### src/rtl/queue_arbiter_pkg.sv
`default_nettype none
// ============================================================================
// Module      : queue_arbiter_pkg
// Description : Shared types and helpers for the queue arbiter slice:
//               FSM state encoding, rr_pick width limits, index helpers.
// Revision    : 1.0 - initial release
// ============================================================================
package queue_arbiter_pkg;

  // Arbiter FSM states; LOCK is only reachable when QUEUE_ARB_LOCK_EN is set
  typedef enum logic [1:0] {
    ARB   = 2'd0,
    LOCK  = 2'd1,
    FLUSH = 2'd2
  } state_t;

  // Supported producer counts for the rotate-priority picker
  localparam int c_RR_MIN_REQ = 2;
  localparam int c_RR_MAX_REQ = 8;

  // Index width for a picker of n inputs, clamped to the supported range
  function automatic int rrIdxWidth(input int n);
    int lim;
    lim = (n < c_RR_MIN_REQ) ? c_RR_MIN_REQ :
          (n > c_RR_MAX_REQ) ? c_RR_MAX_REQ : n;
    return $clog2(lim);
  endfunction

  // Position `off` steps after `base`, wrapping modulo n
  function automatic int rrWrap(input int base, input int off, input int n);
    return (base + off) % n;
  endfunction

endpackage
`default_nettype wire

### src/rtl/queue_arbiter_if.sv
`default_nettype none
// ============================================================================
// Module      : queue_arbiter_if
// Description : Producer, queue and downstream signals of the queue arbiter.
//               slave  = arbiter side, master = everything around it.
// Revision    : 1.0 - initial release
// ============================================================================
interface queue_arbiter_if #(
  parameter int NUM_REQ      = 4,
  parameter int DATA_SIZE    = 8,
  parameter int QUEUE_LENGTH = 4
);
  localparam int OCC_W = $clog2(QUEUE_LENGTH + 1);

  logic [NUM_REQ-1:0]           req;
  logic [NUM_REQ*DATA_SIZE-1:0] reqData;
  logic [NUM_REQ-1:0]           reqLock;
  logic [NUM_REQ-1:0]           ack;
  logic                         flush;
  logic                         flushBusy;
  logic [DATA_SIZE-1:0]         qValueIn;
  logic                         qValueInValid;
  logic                         qConsumed;
  logic                         qEmpty;
  logic                         outReady;
  logic                         outValid;
  logic [OCC_W-1:0]             occupancy;

  modport slave (
    input  req, reqData, reqLock, flush, qEmpty, outReady,
    output ack, flushBusy, qValueIn, qValueInValid, qConsumed, outValid, occupancy
  );

  modport master (
    output req, reqData, reqLock, flush, qEmpty, outReady,
    input  ack, flushBusy, qValueIn, qValueInValid, qConsumed, outValid, occupancy
  );

endinterface
`default_nettype wire

### src/rtl/queue_arbiter_rr_pick.sv
`default_nettype none
// ============================================================================
// Module      : rr_pick
// Description : Combinational rotate-priority picker. Returns the first
//               requester at or after `pointer`, wrapping modulo N.
// Revision    : 1.0 - initial release
// ============================================================================
module rr_pick
  import queue_arbiter_pkg::*;
#(
  parameter int N     = 4,
  parameter int IDX_W = 2
) (
  input  logic [N-1:0]     req,
  input  logic [IDX_W-1:0] pointer,
  output logic [N-1:0]     grant,
  output logic [IDX_W-1:0] index,
  output logic             any
);

  // Scan from the pointer and keep the first hit
  always_comb begin
    grant = '0;
    index = '0;
    any   = 1'b0;
    for (int i = 0; i < N; i++) begin
      if (!any && req[rrWrap(int'(pointer), i, N)]) begin
        any                              = 1'b1;
        grant[rrWrap(int'(pointer), i, N)] = 1'b1;
        index                            = IDX_W'(rrWrap(int'(pointer), i, N));
      end
    end
  end

endmodule
`default_nettype wire

### src/rtl/queue_arbiter.sv
`default_nettype none
// ============================================================================
// Module      : queue_arbiter
// Description : Round-robin push arbiter in front of a shared Queue. Grants
//               one producer per cycle, registers the word into the queue,
//               tracks a shadow occupancy (in-flight pushes included), drives
//               the consume strobe and drains the queue on flush.
//               Optional feature macro: QUEUE_ARB_LOCK_EN (grant locking).
// Revision    : 1.0 - initial release
// ============================================================================
module queue_arbiter
  import queue_arbiter_pkg::*;
#(
  parameter int NUM_REQ      = 4,
  parameter int DATA_SIZE    = 8,
  parameter int QUEUE_LENGTH = 4
) (
  input  logic            clock,
  input  logic            reset,
  queue_arbiter_if.slave  bus
);

  localparam int OCC_W = $clog2(QUEUE_LENGTH + 1);
  localparam int IDX_W = rrIdxWidth(NUM_REQ);

  state_t                 r_state;
  logic [IDX_W-1:0]       r_pointer;
  logic [OCC_W-1:0]       r_occupancy;
  logic [DATA_SIZE-1:0]   r_qValueIn;
  logic                   r_qValueInValid;
  logic                   r_flushBusy;
`ifdef QUEUE_ARB_LOCK_EN
  logic [IDX_W-1:0]       r_lockIdx;
`endif

  logic [NUM_REQ-1:0]     w_pickReq;
  logic [IDX_W-1:0]       w_pickPtr;
  logic [NUM_REQ-1:0]     w_grant;
  logic [IDX_W-1:0]       w_idx;
  logic                   w_any;
  logic                   w_space;
  logic                   w_push;
  logic                   w_outValid;
  logic                   w_consume;
  logic [DATA_SIZE-1:0]   w_word;
  logic [IDX_W-1:0]       w_nextPtr;

  // A consume in this cycle does not free space until the count updates
  assign w_space = (r_occupancy < OCC_W'(QUEUE_LENGTH));

  // Select which requests compete: all in ARB, only the locked one in LOCK
  always_comb begin
    w_pickReq = '0;
    w_pickPtr = r_pointer;
    case (r_state)
      ARB: w_pickReq = bus.req;
`ifdef QUEUE_ARB_LOCK_EN
      LOCK: begin
        w_pickReq = bus.req & (NUM_REQ'(1) << r_lockIdx);
        w_pickPtr = r_lockIdx;
      end
`endif
      default: w_pickReq = '0;
    endcase
  end

  rr_pick #(
    .N     (NUM_REQ),
    .IDX_W (IDX_W)
  ) u_rrPick (
    .req     (w_pickReq),
    .pointer (w_pickPtr),
    .grant   (w_grant),
    .index   (w_idx),
    .any     (w_any)
  );

  // Reset gating keeps the combinational strobes quiet while reset is held
  assign w_push     = reset & w_space & w_any;
  assign w_outValid = reset & (r_state != FLUSH) & ~bus.qEmpty;
  assign w_consume  = reset & ((r_state == FLUSH) ? ~bus.qEmpty
                                                  : (w_outValid & bus.outReady));
  assign w_word     = bus.reqData[w_idx*DATA_SIZE +: DATA_SIZE];
  assign w_nextPtr  = (w_idx == IDX_W'(NUM_REQ - 1)) ? '0 : w_idx + 1'b1;

  // FSM, push register, pointer and shadow occupancy
  always_ff @(posedge clock or negedge reset) begin
    if (!reset) begin
      r_state         <= ARB;
      r_pointer       <= '0;
      r_occupancy     <= '0;
      r_qValueIn      <= '0;
      r_qValueInValid <= 1'b0;
      r_flushBusy     <= 1'b0;
`ifdef QUEUE_ARB_LOCK_EN
      r_lockIdx       <= '0;
`endif
    end else begin
      r_qValueInValid <= w_push;
      if (w_push) begin
        r_qValueIn <= w_word;
        // In LOCK the index is the locked producer, so this already holds g+1
        r_pointer  <= w_nextPtr;
      end

      case ({w_push, w_consume})
        2'b10: r_occupancy <= r_occupancy + 1'b1;
        2'b01: if (r_occupancy != '0) r_occupancy <= r_occupancy - 1'b1;
        default: r_occupancy <= r_occupancy;
      endcase

      case (r_state)
        ARB: begin
          if (bus.flush) begin
            r_state     <= FLUSH;
            r_flushBusy <= 1'b1;
          end
`ifdef QUEUE_ARB_LOCK_EN
          else if (w_push && bus.reqLock[w_idx]) begin
            r_state   <= LOCK;
            r_lockIdx <= w_idx;
          end
`endif
        end
`ifdef QUEUE_ARB_LOCK_EN
        LOCK: begin
          if (bus.flush) begin
            r_state     <= FLUSH;
            r_flushBusy <= 1'b1;
          end else if (!bus.req[r_lockIdx] ||
                       (w_push && !bus.reqLock[r_lockIdx])) begin
            r_state <= ARB;
          end
        end
`endif
        FLUSH: begin
          // Leave once nothing is stored or in flight; flush pulses are ignored
          if (r_occupancy == '0 && !r_qValueInValid) begin
            r_state     <= ARB;
            r_flushBusy <= 1'b0;
          end
        end
        default: begin
          r_state     <= ARB;
          r_flushBusy <= 1'b0;
        end
      endcase
    end
  end

  assign bus.ack           = w_grant & {NUM_REQ{w_push}};
  assign bus.flushBusy     = r_flushBusy;
  assign bus.qValueIn      = r_qValueIn;
  assign bus.qValueInValid = r_qValueInValid;
  assign bus.qConsumed     = w_consume;
  assign bus.outValid      = w_outValid;
  assign bus.occupancy     = r_occupancy;

endmodule
`default_nettype wire
### src/flat_wrapper.sv
// flat-port wrapper written by rule: the top's interface ports become plain ports
module queue_arbiter_flat import queue_arbiter_pkg::*;
#(
  parameter int NUM_REQ      = 4,
  parameter int DATA_SIZE    = 8,
  parameter int QUEUE_LENGTH = 4
)
  (clock, reset, bus_req, bus_reqData, bus_reqLock, bus_flush, bus_qEmpty, bus_outReady, bus_ack, bus_flushBusy, bus_qValueIn, bus_qValueInValid, bus_qConsumed, bus_outValid, bus_occupancy);
  queue_arbiter_if #(.NUM_REQ(NUM_REQ), .DATA_SIZE(DATA_SIZE), .QUEUE_LENGTH(QUEUE_LENGTH)) bus_i ();
  input  logic clock;
  input  logic reset;
  input wire logic [$bits(bus_i.req)-1:0] bus_req;
  input wire logic [$bits(bus_i.reqData)-1:0] bus_reqData;
  input wire logic [$bits(bus_i.reqLock)-1:0] bus_reqLock;
  input wire logic [$bits(bus_i.flush)-1:0] bus_flush;
  input wire logic [$bits(bus_i.qEmpty)-1:0] bus_qEmpty;
  input wire logic [$bits(bus_i.outReady)-1:0] bus_outReady;
  output wire logic [$bits(bus_i.ack)-1:0] bus_ack;
  output wire logic [$bits(bus_i.flushBusy)-1:0] bus_flushBusy;
  output wire logic [$bits(bus_i.qValueIn)-1:0] bus_qValueIn;
  output wire logic [$bits(bus_i.qValueInValid)-1:0] bus_qValueInValid;
  output wire logic [$bits(bus_i.qConsumed)-1:0] bus_qConsumed;
  output wire logic [$bits(bus_i.outValid)-1:0] bus_outValid;
  output wire logic [$bits(bus_i.occupancy)-1:0] bus_occupancy;
  assign bus_i.req = bus_req;
  assign bus_i.reqData = bus_reqData;
  assign bus_i.reqLock = bus_reqLock;
  assign bus_i.flush = bus_flush;
  assign bus_i.qEmpty = bus_qEmpty;
  assign bus_i.outReady = bus_outReady;
  assign bus_ack = bus_i.ack;
  assign bus_flushBusy = bus_i.flushBusy;
  assign bus_qValueIn = bus_i.qValueIn;
  assign bus_qValueInValid = bus_i.qValueInValid;
  assign bus_qConsumed = bus_i.qConsumed;
  assign bus_outValid = bus_i.outValid;
  assign bus_occupancy = bus_i.occupancy;
  queue_arbiter #(.NUM_REQ(NUM_REQ), .DATA_SIZE(DATA_SIZE), .QUEUE_LENGTH(QUEUE_LENGTH)) u_core (.clock(clock), .reset(reset), .bus(bus_i));
endmodule
### config.mk
export PLATFORM = sky130hd
export DESIGN_NAME = queue_arbiter_flat
export DESIGN_NICKNAME = d
export VERILOG_FILES = /design/src/rtl/queue_arbiter_pkg.sv /design/src/rtl/queue_arbiter_if.sv /design/src/rtl/queue_arbiter_rr_pick.sv /design/src/rtl/queue_arbiter.sv /design/src/flat_wrapper.sv
export SDC_FILE = /design/constraint.sdc
export NUM_CORES = 1
export LEC_CHECK = 0
export CAP_MARGIN = 20
export CORE_ASPECT_RATIO = 2
export CORE_UTILIZATION = 45
export DETAILED_ROUTE_END_ITERATION = 16
export PLACE_DENSITY = 0.93
export SYNTH_ARGS = -nofsm -noshare
export SYNTH_HDL_FRONTEND = slang
export SYNTH_HIERARCHICAL = 1
export SYNTH_SLANG_ARGS = --single-unit
### constraint.sdc
create_clock -name clock -period 8.2 [get_ports clock]
set_input_delay 1.64 -clock clock [delete_from_list [all_inputs] [get_ports clock]]
set_output_delay 1.64 -clock clock [all_outputs]
set_load 0.02 [all_outputs]
==> results of run 1 <==
==> power breakdown <==
group / leakage, uW / internal, uW / switching (uW) / total (uW)
Sequential: 0.000185 / 111 / 50.7 / 162
Clock: 0.0000228 / 34.3 / 23.9 / 58.2
Combinational: 0.000633 / 287 / 309 / 596
==> per-layer routing <==
metal,GRT usage,routed length (microns),up-vias
met4,0.103,78,0
met2,0.513,2360,74
met3,0.0356,229,8
li1,-,-,630
met1,0.169,1060,652
met5,0,0,-
==> worst max-delay path: cells and delay by family <==
family	cells	cell delay, ps
AND/OR/NAND/NOR	6	1420
buffers and inverters	3	1180
multiplexers	1	620
==> cell type report <==
cell class              instances  area, sq um  area share
clock buffers                   4         45.0      0.0222
multi-input cells             112          943       0.466
inverters                       7         26.3      0.0130
well taps                      30         37.5      0.0185
flip-flops and latches         15          375       0.185
repair buffers                 60          598       0.295
==> placed cells by master, fill, tap and decap left out, drive strengths merged, types with 2 or more instances in the layout <==
| cell | instances |
|---|---|
| a21oi | 2 |
| a22oi | 8 |
| and2 | 4 |
| and2b | 4 |
| clkbuf | 4 |
| clkdlybuf4s50 | 59 |
| dfrtp | 15 |
| ha | 7 |
| inv | 7 |
| mux2 | 2 |
| mux4 | 12 |
| nand2 | 33 |
| nand2b | 2 |
| nand3 | 2 |
| nor2 | 8 |
| nor2b | 2 |
| o21ai | 7 |
| o311ai | 2 |
| o31ai | 3 |
==> kinds of logic (layout without fill, tap and decap cells) <==
| kind of cell | Yosys count | count (layout) |
|---|---|---|
| AND/OR/NAND/NOR | 59 | 59 |
| XOR/XNOR | 2 | 2 |
| flip-flops | 15 | 15 |
| AO/OA/AOI/OAI | 29 | 29 |
| multiplexers | 15 | 15 |
| adder cells (fa/ha/maj) | 7 | 7 |
| buffers and inverters | 16 | 71 |
==> how the worst max path moves through the flow <==
stage | depth (start not counted) | to | slack [ps] | startpoint
final | 10 | bus_ack[0] | 1710 | bus_req[1]
after detailed placement | 10 | bus_ack[0] | 1730 | bus_req[3]
after CTS | 10 | bus_ack[0] | 1720 | bus_req[3]
after global routing | 10 | bus_ack[0] | 1530 | bus_req[2]
after global placement | 10 | bus_ack[0] | 1770 | bus_req[3]
after floorplan | 9 | bus_ack[0] | 3260 | bus_req[2]
==> sequential cells by signal, summed over array words and instances (netlist names) <==
name	cells
u_core/bus.flushBusy	1
u_core/bus.occupancy	3
u_core/bus.qValueIn	8
u_core/bus.qValueInValid	1
u_core/r_pointer	2
==> through the flow <==
stage               setup WS [ps]  hold slack [ps]  std cells
floorplan                    3260              548        143
global placement             1770              457        224
detailed placement           1730              462        224
CTS                          1720              476        228
global route                 1530              518        228
finish                       1710              469        228
==> reports/qor.yml, run 1 <==
yosys:
  synthMuxAreaShare: 0.221
  cell_types_with_the_largest_area_share_after_synthesis: "sky130_fd_sc_hd__dfrtp_1, sky130_fd_sc_hd__mux4_2, sky130_fd_sc_hd__nand2_1"
  post_synth_inst_count: 143
  synth_commonest_cells: "sky130_fd_sc_hd__nand2_1, sky130_fd_sc_hd__dfrtp_1, sky130_fd_sc_hd__mux4_2, sky130_fd_sc_hd__a22oi_1"
  postSynth.topFlopCell: "sky130_fd_sc_hd__dfrtp_1"
  synth_xor_area_frac: 0.0125
  sequential_area_share_after_synthesis: 0.268
  synth_async_sr_flop_share: 1.00
  top_cell_type_s_share_of_synthesized_area: 0.268
  synth.ff_latch_count: 15
  synthDominantAreaCellType: "sky130_fd_sc_hd__dfrtp_1"
  synth-simple-area-share: 0.211
  syn-num-nets: 195
  synth_enable_flop_cells: 0
  syn_area_per_cell_sq_um: 9.81
  yosys.cell_count.top_type: "sky130_fd_sc_hd__nand2_1"
  post_synth_num_cell_types: 44
  post_synth_fa_ha_maj_area_fraction: 0.0624
  synth-warning-count: 6
  post_synth_instance_area_sq_um: 1400
  combinational_family_with_the_most_area_after_synthesis: "multiplexers"
  synth-compound-area-share: 0.161
place:
  gpl.final_weighted_congestion: 0.822
  dp_hpwl_microns: 3090
  placement.io_buffers: 59
  placed_area_sq_um: 1980
worst_hold_path:
  hold-path-endpoint: "u_core/bus.qValueIn[0]"
  cell_depth_of_the_worst_hold_path: 2
  min_from: "u_core/bus.qValueIn[0]"
  min_path_type: "reg -> reg"
timing:
  final.period_utilization: 0.791
  layout_min_cycle_time_ps: 6490
  unrepaired_setup_endpoints_after_global_routing: "false"
  setup_total_negative_slack_ps: 0
  setup-violations-final: 0
  finalMaxSlewViolations: 0
  fin_skew_ps: 4.57
  max_freq_ghz: 0.154
  max-slew-margin-rel: 0.481
  worst_slew_pin_slew_ps: 777
  final_hold_viols: 0
clocking:
  cts-htree-levels: 1
  cts_root_buffer: "sky130_fd_sc_hd__clkbuf_8"
  post_cts_resize_count: 0
  cts_setup_buffers: 0
  cts-buffers-inserted: 3
  cts.sink_count: 15
  worst_skew_pair.late_latency_ps: 240
  clk_pin_slew_worst_paths_ps: 60
  maximum_buffer_depth_of_the_clock_tree: 2
  postCtsHoldBufs: 0
  tritoncts: "built"
global_route:
  antenna_found_initial: 0
  first_global_vias: 1483
  grt_start_max_net_pins: 20
  grt_overflow: 0
  grtUsageTotal: 0.229
  grt_first_pass_wirelength_microns: 6020
power:
  ir_worst_vdd_mv: 0.257
  p_total_uw: 816
  power.density_nw_per_um2: 403
  power.static_leakage_uw: 0.000841
finish:
  diodes: 0
  layout.nets: 251
  synthToLayoutAreaGrowth_pct: 44.4
  post_route_cells_drive_above_1_share: 0.131
  post-route-util: 0.688
  filler_cell_count: 214
  final_area_sq_um: 2030
run:
  maxCapViolations: 0
drt:
  avgRoutedWirePerCell_microns: 16.3
  detail-route-antenna-nets: 0
  detail_route.first_pass.iterations: 5
  drt_drc_violations_left: 0
  vias: 1364
  wl_microns: 3730
  drt-initial-drc-count: 29
  detail_route.vias_per_cell: 5.98
setup_path:
  timing.critical_path.slowest_stage_cell: "sky130_fd_sc_hd__mux4_2"
  critPathKind: "in -> out"
  timing.critical_path.fanout_max: 16
  most_repeated_library_cell_on_the_critical_path: "sky130_fd_sc_hd__clkdlybuf4s50_1"
  worstSetupEndpointType: "primary output"
  worst_r2r_dst: "u_core/bus.occupancy[1]"
  crit_arrival_ps: 4850
  worst_r2r_path_depth: 11
  timing.reg2reg.setup_slack_ps: 4520
  cp_cell_instances: "clkdlybuf4s50_1, and2b_1, mux4_2, nor3_1, nand2b_1, nor2b_2, nand2_1, inv_2, and2_1, clkdlybuf4s50_1"
  critical_path.reg2reg.startpoint: "u_core/r_pointer[0]"
  critical_path.startpoint_type: "input pin"
  cp_slowest_stage_delay_ps: 620
  timing.critical_path.required_ps: 6560
floorplanning:
  die_width_microns: 41.5
  start_util: 0.477
  floorplan.die_area_sq_um: 3360
  io_pins: 64
  core_area_sq_um: 2940
  chipHeight_microns: 81.0
  placementRows: 28
outcome:
  outcome: "completed"
Note: power is estimated with default switching activity, not from simulation.
==> run 2: changes to the inputs <==
--- a/config.mk
+++ b/config.mk
@@ -7,9 +7,9 @@
 export LEC_CHECK = 0
 export CAP_MARGIN = 20
 export CORE_ASPECT_RATIO = 2
-export CORE_UTILIZATION = 45
+export CORE_UTILIZATION = 42
 export DETAILED_ROUTE_END_ITERATION = 16
-export PLACE_DENSITY = 0.93
+export PLACE_DENSITY = 0.88
 export SYNTH_ARGS = -nofsm -noshare
 export SYNTH_HDL_FRONTEND = slang
 export SYNTH_HIERARCHICAL = 1
==> constraint.sdc (replaced) <==
create_clock -name clock -period 6.6 [get_ports clock]
set_input_delay 1.32 -clock clock [delete_from_list [all_inputs] [get_ports clock]]
set_output_delay 1.32 -clock clock [all_outputs]
set_load 0.02 [all_outputs]
==> run 2 against run 1 <==
Compared with the run above: die area is 6.9% higher; total power is 23% higher; cell area is 0.49% higher; worst setup slack worse by 630 ps; sequential power is 23% higher; combinational power is 23% higher; via count is 2.7% lower; flip-flop and latch count stayed put; sequential share of layout area is 0.091 points lower; global-route usage is 2.1 points lower; highest routed layer unchanged.
==> reports/qor.yml, run 2 (same netlist as run 1, synthesis figures left out) <==
setup_path:
  critical_path.startpoint_type: "input pin"
  worst_r2r_path_depth: 11  # unchanged
  timing.critical_path.required_ps: 5280  # -1280 ps
  cp-startpoint: "bus_req[3]"
  worst_r2r_dst: "u_core/bus.occupancy[1]"
  crit_arrival_ps: 4200  # -650 ps
  timing.critical_path.to: "bus_ack[3]"
  timing.reg2reg.setup_slack_ps: 2890  # -1630 ps
  timing.critical_path.fanout_max: 16  # unchanged
  worstSetupEndpointType: "primary output"
  critical_path.reg2reg.startpoint: "u_core/r_pointer[0]"
  critPathKind: "in -> out"
timing:
  worst_slew_pin_slew_ps: 791  # +14.4 ps
  final_hold_slack_ps: 471  # +2.10 ps
  fin_skew_ps: 5.14  # +0.571 ps
  final.period_utilization: 0.836
  setup_total_negative_slack_ps: 0  # unchanged
  max_freq_ghz: 0.181
  max-slew-margin-rel: 0.471  # -0.00964
  unrepaired_setup_endpoints_after_global_routing: "false"
  finalMaxSlewViolations: 0  # unchanged
  setup-violations-final: 0  # unchanged
  layout_min_cycle_time_ps: 5520
  final_hold_viols: 0  # unchanged
floorplanning:
  start_util: 0.439  # -0.0374
  floorplan.die_area_sq_um: 3590  # +6.9%
  io_pins: 64  # unchanged
  die_width_microns: 42.9  # +3.3%
  placementRows: 29  # +3.6%
  chipHeight_microns: 83.7  # +3.4%
  core_area_sq_um: 3190  # +8.5%
outcome:
  outcome: "completed"
power:
  pwr-share-seq: 0.199  # about the same
  netSwitchingPower_uw: 467  # +22%
  swShare: 0.464  # -0.00647
  power.combinational.fraction: 0.727  # -0.004
  clock_share_of_power: 0.074  # +0.003
  ir_worst_vdd_mv: 0.329  # +28%
  power.static_leakage_uw: 0.000848  # +0.85%
  power.density_nw_per_um2: 495  # +23%
  power.internal_uw: 540  # +25%
drt:
  detail_route.vias_per_cell: 5.77  # -3.6%
  drt-initial-drc-count: 25  # -14%
  wl_microns: 3410  # -8.5%
  detail-route-antenna-nets: 0  # unchanged
  vias: 1327  # -2.7%
  drt_drc_violations_left: 0  # unchanged
  detail_route.first_pass.iterations: 4  # -1
  avgRoutedWirePerCell_microns: 14.8  # -9.3%
worst_hold_path:
  min_path_type: "reg -> reg"
  cell_depth_of_the_worst_hold_path: 2  # unchanged
clocking:
  cts-htree-levels: 1  # unchanged
  worst_skew_pair.late_latency_ps: 250  # about the same
  cts_root_buffer: "sky130_fd_sc_hd__clkbuf_8"
  cts.sink_count: 15  # unchanged
  clk_pin_slew_worst_paths_ps: 60  # about the same
  cts-buffers-inserted: 3  # unchanged
  postCtsHoldBufs: 0  # unchanged
  tritoncts: "built"
  maximum_buffer_depth_of_the_clock_tree: 2  # unchanged
  post_cts_resize_count: 0  # unchanged
  cts_setup_buffers: 0  # unchanged
global_route:
  first_global_vias: 1381  # -6.9%
  grt_overflow: 0  # unchanged
  grt_start_max_net_pins: 20  # unchanged
  grt_first_pass_wirelength_microns: 5700  # -5.3%
  antenna_found_initial: 0  # unchanged
  grtUsageTotal: 0.207  # -0.0214
finish:
  final_cell_mix: "sky130_fd_sc_hd__clkdlybuf4s50_1, sky130_fd_sc_hd__nand2_1, sky130_fd_sc_hd__dfrtp_1"
  post_route_cells_drive_above_1_share: 0.141  # +0.00939
  diodes: 0  # unchanged
  layout.nets: 252  # +0.40%
  synthToLayoutAreaGrowth_pct: 45.1
  largest_register_ffs: 8  # unchanged
  final_common_cell: "sky130_fd_sc_hd__clkdlybuf4s50_1"
  post-route-util: 0.638  # -0.0508
  final_area_sq_um: 2040  # +0.49%
place:
  gpl.final_weighted_congestion: 0.838  # +2.0%
  placement.io_buffers: 59  # unchanged
  placed_area_sq_um: 1990  # +0.44%
  dp_hpwl_microns: 2770  # -11%
run:
  maxCapViolations: 0  # unchanged
[run 2: changes by cell type in the layout (fill, tap and decap cells not counted)]
cell / delta
sky130_fd_sc_hd__buf_4: +1
sky130_fd_sc_hd__clkinv_2: +1
sky130_fd_sc_hd__clkbuf_1: -1
[run 2: area by class of cell]
class / count / area, sq um
Inverter: 7 / 26.3
Multi-Input combinational cell: 112 / 943
Clock inverter: 1 / 5.00
Tap cell: 31 / 38.8
Timing Repair Buffer: 61 / 606
Fill cell: 256 / 1160
Sequential cell: 15 / 375
Clock buffer: 3 / 41.3
[run 2: layer usage]
metal | track usage | share of wire | vias up
li1 | - | - | 631
met1 | 0.181 | 0.32 | 636
met2 | 0.415 | 0.61 | 56
met3 | 0.0390 | 0.055 | 4
met4 | 0.0881 | 0.015 | 0
met5 | 0 | 0 | -
[run 2: worst min-delay path by stage]
stage / startpoint / end / slack, ps
detailed placement: u_core/bus.qValueIn[2] / u_core/bus.qValueIn[2] / 460
global route: u_core/bus.qValueIn[6] / u_core/bus.qValueIn[6] / 490
finish: u_core/bus.qValueIn[2] / u_core/bus.qValueIn[2] / 470
floorplan: u_core/r_pointer[0] / u_core/r_pointer[0] / 550
global placement: u_core/bus.qValueIn[3] / u_core/bus.qValueIn[3] / 460
CTS: u_core/bus.qValueIn[2] / u_core/bus.qValueIn[2] / 480
[run 2: stage by stage]
step	power, uW	cells	setup slack, ps
finish	1010	230	1080
global route	1080	230	913
CTS	1010	230	1090
detailed placement	931	226	1090
global placement	904	226	1140
floorplan	734	143	2300
[run 2: critical path, stage by stage]
cell and delay (ps):
sky130_fd_sc_hd__clkdlybuf4s50_1 390, sky130_fd_sc_hd__and2b_1 210, sky130_fd_sc_hd__mux4_2 640, sky130_fd_sc_hd__nor3_1 310, sky130_fd_sc_hd__nand2b_1 140, sky130_fd_sc_hd__nor2b_2 200, sky130_fd_sc_hd__nand2_1 110, sky130_fd_sc_hd__inv_2 160
sky130_fd_sc_hd__and2_1 180, sky130_fd_sc_hd__clkdlybuf4s50_1 520
[run 2: power by group through the flow]
stage,clock network (uW),registers [uW],logic (uW)
floorplan,0,223,511
global placement,0,198,706
detailed placement,0,202,729
CTS,77.0,201,735
global route,82.2,209,792
finish,74.7,200,733
==> run 3: changes to the inputs <==
--- a/config.mk
+++ b/config.mk
@@ -7,9 +7,9 @@
 export LEC_CHECK = 0
 export CAP_MARGIN = 20
 export CORE_ASPECT_RATIO = 2
-export CORE_UTILIZATION = 42
+export CORE_UTILIZATION = 38
 export DETAILED_ROUTE_END_ITERATION = 16
-export PLACE_DENSITY = 0.88
+export PLACE_DENSITY = 0.84
 export SYNTH_ARGS = -nofsm -noshare
 export SYNTH_HDL_FRONTEND = slang
 export SYNTH_HIERARCHICAL = 1
==> constraint.sdc (replaced) <==
create_clock -name clock -period 4.9 [get_ports clock]
set_input_delay 0.98 -clock clock [delete_from_list [all_inputs] [get_ports clock]]
set_output_delay 0.98 -clock clock [all_outputs]
set_load 0.02 [all_outputs]
==> run 3 against run 2 <==
Compared with the run above: count of clock-buffer cells in the layout grew 1; sequential share of layout area down 0.49 points; wire length increased by 1.4%; hold slack better by 3.7 ps; first-iteration DRC count is 24% lower; critical endpoint unchanged; largest cell class unchanged; highest routed layer unchanged.
==> reports/qor.yml, run 3 (same netlist as run 1, synthesis figures left out) <==
global_route:
  grt_overflow: 0  # unchanged
  grt_first_pass_wirelength_microns: 5670  # -0.49%
  antenna_found_initial: 0  # unchanged
  grtUsageTotal: 0.198  # -0.00970
  grt_start_max_net_pins: 19  # -5.0%
  first_global_vias: 1382  # +0.072%
finish:
  seq_area_sq_um: 375  # unchanged
  layout.nets: 256  # +1.6%
  filler_cell_count: 302  # +18%
  final_cell_mix: "sky130_fd_sc_hd__clkdlybuf4s50_1, sky130_fd_sc_hd__nand2_1, sky130_fd_sc_hd__dfrtp_1"
  diodes: 0  # unchanged
  largest_register_ffs: 8  # unchanged
  final-instance-count-excl-fill: 251  # +9.1%
  final_common_cell: "sky130_fd_sc_hd__clkdlybuf4s50_1"
  multi_input_area_sq_um: 948  # +0.53%
  post_route_cells_drive_above_1_share: 0.158  # +0.0169
  synthToLayoutAreaGrowth_pct: 49.1
clocking:
  cts-buffers-inserted: 3  # unchanged
  postCtsHoldBufs: 0  # unchanged
  cts-htree-levels: 1  # unchanged
  maximum_buffer_depth_of_the_clock_tree: 2  # unchanged
  cts_root_buffer: "sky130_fd_sc_hd__clkbuf_8"
  tritoncts: "built"
  clk_pin_slew_worst_paths_ps: 60  # about the same
  worst_skew_pair.late_latency_ps: 250  # about the same
  cts_setup_buffers: 0  # unchanged
  cts.sink_count: 15  # unchanged
floorplanning:
  chipHeight_microns: 87.9  # +5.0%
  floorplan.die_area_sq_um: 3950  # +10%
  io_pins: 64  # unchanged
  placementRows: 30  # +3.4%
  start_util: 0.406  # -0.0331
  core_area_sq_um: 3450  # +8.2%
  die_width_microns: 45.0  # +4.9%
power:
  p_total_uw: 1380  # +37%
  power.density_nw_per_um2: 658  # +33%
  power.static_leakage_uw: 0.000867  # +2.2%
  ir_worst_vdd_mv: 0.390  # +19%
timing:
  max-slew-margin-rel: 0.696  # +0.225
  finalMaxSlewViolations: 0  # unchanged
  final.period_utilization: 0.946
  unrepaired_setup_endpoints_after_global_routing: "false"
  fin_skew_ps: 5.24  # +0.0989 ps
  layout_min_cycle_time_ps: 4640
  setup-violations-final: 0  # unchanged
  final_hold_viols: 0  # unchanged
  max_freq_ghz: 0.216
  worst_slew_pin_slew_ps: 456  # -335 ps
  setup_total_negative_slack_ps: 0  # unchanged
worst_hold_path:
  min_from: "u_core/bus.qValueIn[3]"
  cell_depth_of_the_worst_hold_path: 2  # unchanged
  hold-path-endpoint: "u_core/bus.qValueIn[3]"
  min_path_type: "reg -> reg"
setup_path:
  timing.critical_path.slowest_stage_cell: "sky130_fd_sc_hd__mux4_1"
  critical_path.startpoint_type: "input pin"
  most_repeated_library_cell_on_the_critical_path: "sky130_fd_sc_hd__clkdlybuf4s50_1"
  timing.critical_path.fanout_max: 16  # unchanged
  worst_path_dominant_cell_family: "buffers and inverters"
  cp_slowest_stage_delay_ps: 620  # -20 ps
  cp_num_buf_inv: 3  # unchanged
  cp_cell_instances: "clkdlybuf4s50_1, and2b_1, mux4_1, nor3_2, nand2b_1, nor2b_2, nand2_1, inv_2, and2_1, clkdlybuf4s50_1"
  worst_r2r_dst: "u_core/bus.occupancy[1]"
  critPathKind: "in -> out"
  crit_arrival_ps: 3660  # -540 ps
  critical_path.reg2reg.startpoint: "u_core/bus.flushBusy"
  timing.critical_path.required_ps: 3920  # -1360 ps
  timing.reg2reg.setup_slack_ps: 1540  # -1350 ps
  worst_r2r_path_depth: 10  # -1
  worstSetupEndpointType: "primary output"
outcome:
  outcome: "completed"
drt:
  detail_route.first_pass.iterations: 4  # unchanged
  avgRoutedWirePerCell_microns: 13.8  # -7.1%
  drt-initial-drc-count: 19  # -24%
  detail_route.vias_per_cell: 5.29  # -8.2%
  drt_drc_violations_left: 0  # unchanged
  vias: 1329  # +0.15%
  wl_microns: 3460  # +1.4%
  detail-route-antenna-nets: 0  # unchanged
place:
  placedCellCount: 247  # +9.3%
  dp_hpwl_microns: 2910  # +5.2%
  placement.io_buffers: 59  # unchanged
  gpl.final_weighted_congestion: 0.819  # -2.3%
run:
  maxCapViolations: 0  # unchanged
## run 3: cell types whose count changed in the layout (fill, tap and decap cells not counted)
cell,change
sky130_fd_sc_hd__buf_4,+4
sky130_fd_sc_hd__clkbuf_1,+1
sky130_fd_sc_hd__clkinv_2,-1
sky130_fd_sc_hd__nor3_1,-1
sky130_fd_sc_hd__nor3_2,+1
## run 3: worst max path at each step
| stage | start | end | slack (ps) | depth (start not counted) |
|---|---|---|---|---|
| global placement | bus_req[3] | bus_ack[3] | 200 | 10 |
| detailed placement | bus_req[3] | bus_ack[3] | 160 | 10 |
| floorplan | bus_req[2] | u_core/bus.occupancy[1] | 1230 | 12 |
| finish | bus_req[3] | bus_ack[3] | 260 | 10 |
| global route | bus_req[0] | bus_ack[0] | 60 | 10 |
| CTS | bus_req[3] | bus_ack[3] | 150 | 10 |
## run 3: final cells by class
cell class	count	area share
timing repair buffer	65	0.304
inverter	7	0.0126
multi-input combinational	112	0.454
clock buffer	4	0.0215
sequential	15	0.180
tap	48	0.0287
## run 3: metrics by stage
| stage | cell area (sq um) | utilization | hold slack (ps) | setup WS [ps] |
|---|---|---|---|---|
| finish | 2090 | 0.605 | 475 | 262 |
| global route | 2090 | 0.605 | 501 | 59.7 |
| CTS | 2090 | 0.604 | 479 | 150 |
| detailed placement | 2040 | 0.591 | 464 | 158 |
| global placement | 2040 | 0.591 | 457 | 197 |
| floorplan | 1400 | - | 548 | 1230 |
## run 3: metal layers
layer  wire [microns]  part of all wire  global-route usage
met3              177             0.051              0.0309
met4              109             0.032               0.118
met5                0                 0                   0
met1             1050              0.30               0.154
met2             2120              0.61               0.403
## run 3: repair_timing
| action | in CTS | in global routing |
|---|---|---|
| resized for setup | 0 | 1 |
| setup endpoints to repair | 0 | 4 |
| hold endpoints to repair | 0 | 0 |
## run 3: power by group
group | leakage (uW) | switching (uW) | internal [uW] | total, uW
Sequential | 0.000185 | 65.4 | 186 | 251
Clock | 0.0000228 | 42.7 | 57.6 | 100
Combinational | 0.000659 | 520 | 504 | 1020
## run 3: worst register-to-register path: stages, from the launching register on
cell and delay (ps):
sky130_fd_sc_hd__dfrtp_1 560, sky130_fd_sc_hd__and2b_1 290, sky130_fd_sc_hd__mux4_1 620, sky130_fd_sc_hd__nor3_2 190
sky130_fd_sc_hd__nand2b_1 120, sky130_fd_sc_hd__nor2b_2 190, sky130_fd_sc_hd__or3_4 380, sky130_fd_sc_hd__xnor2_1 180
sky130_fd_sc_hd__ha_1 270, sky130_fd_sc_hd__o31a_1 270, sky130_fd_sc_hd__a31o_1 180
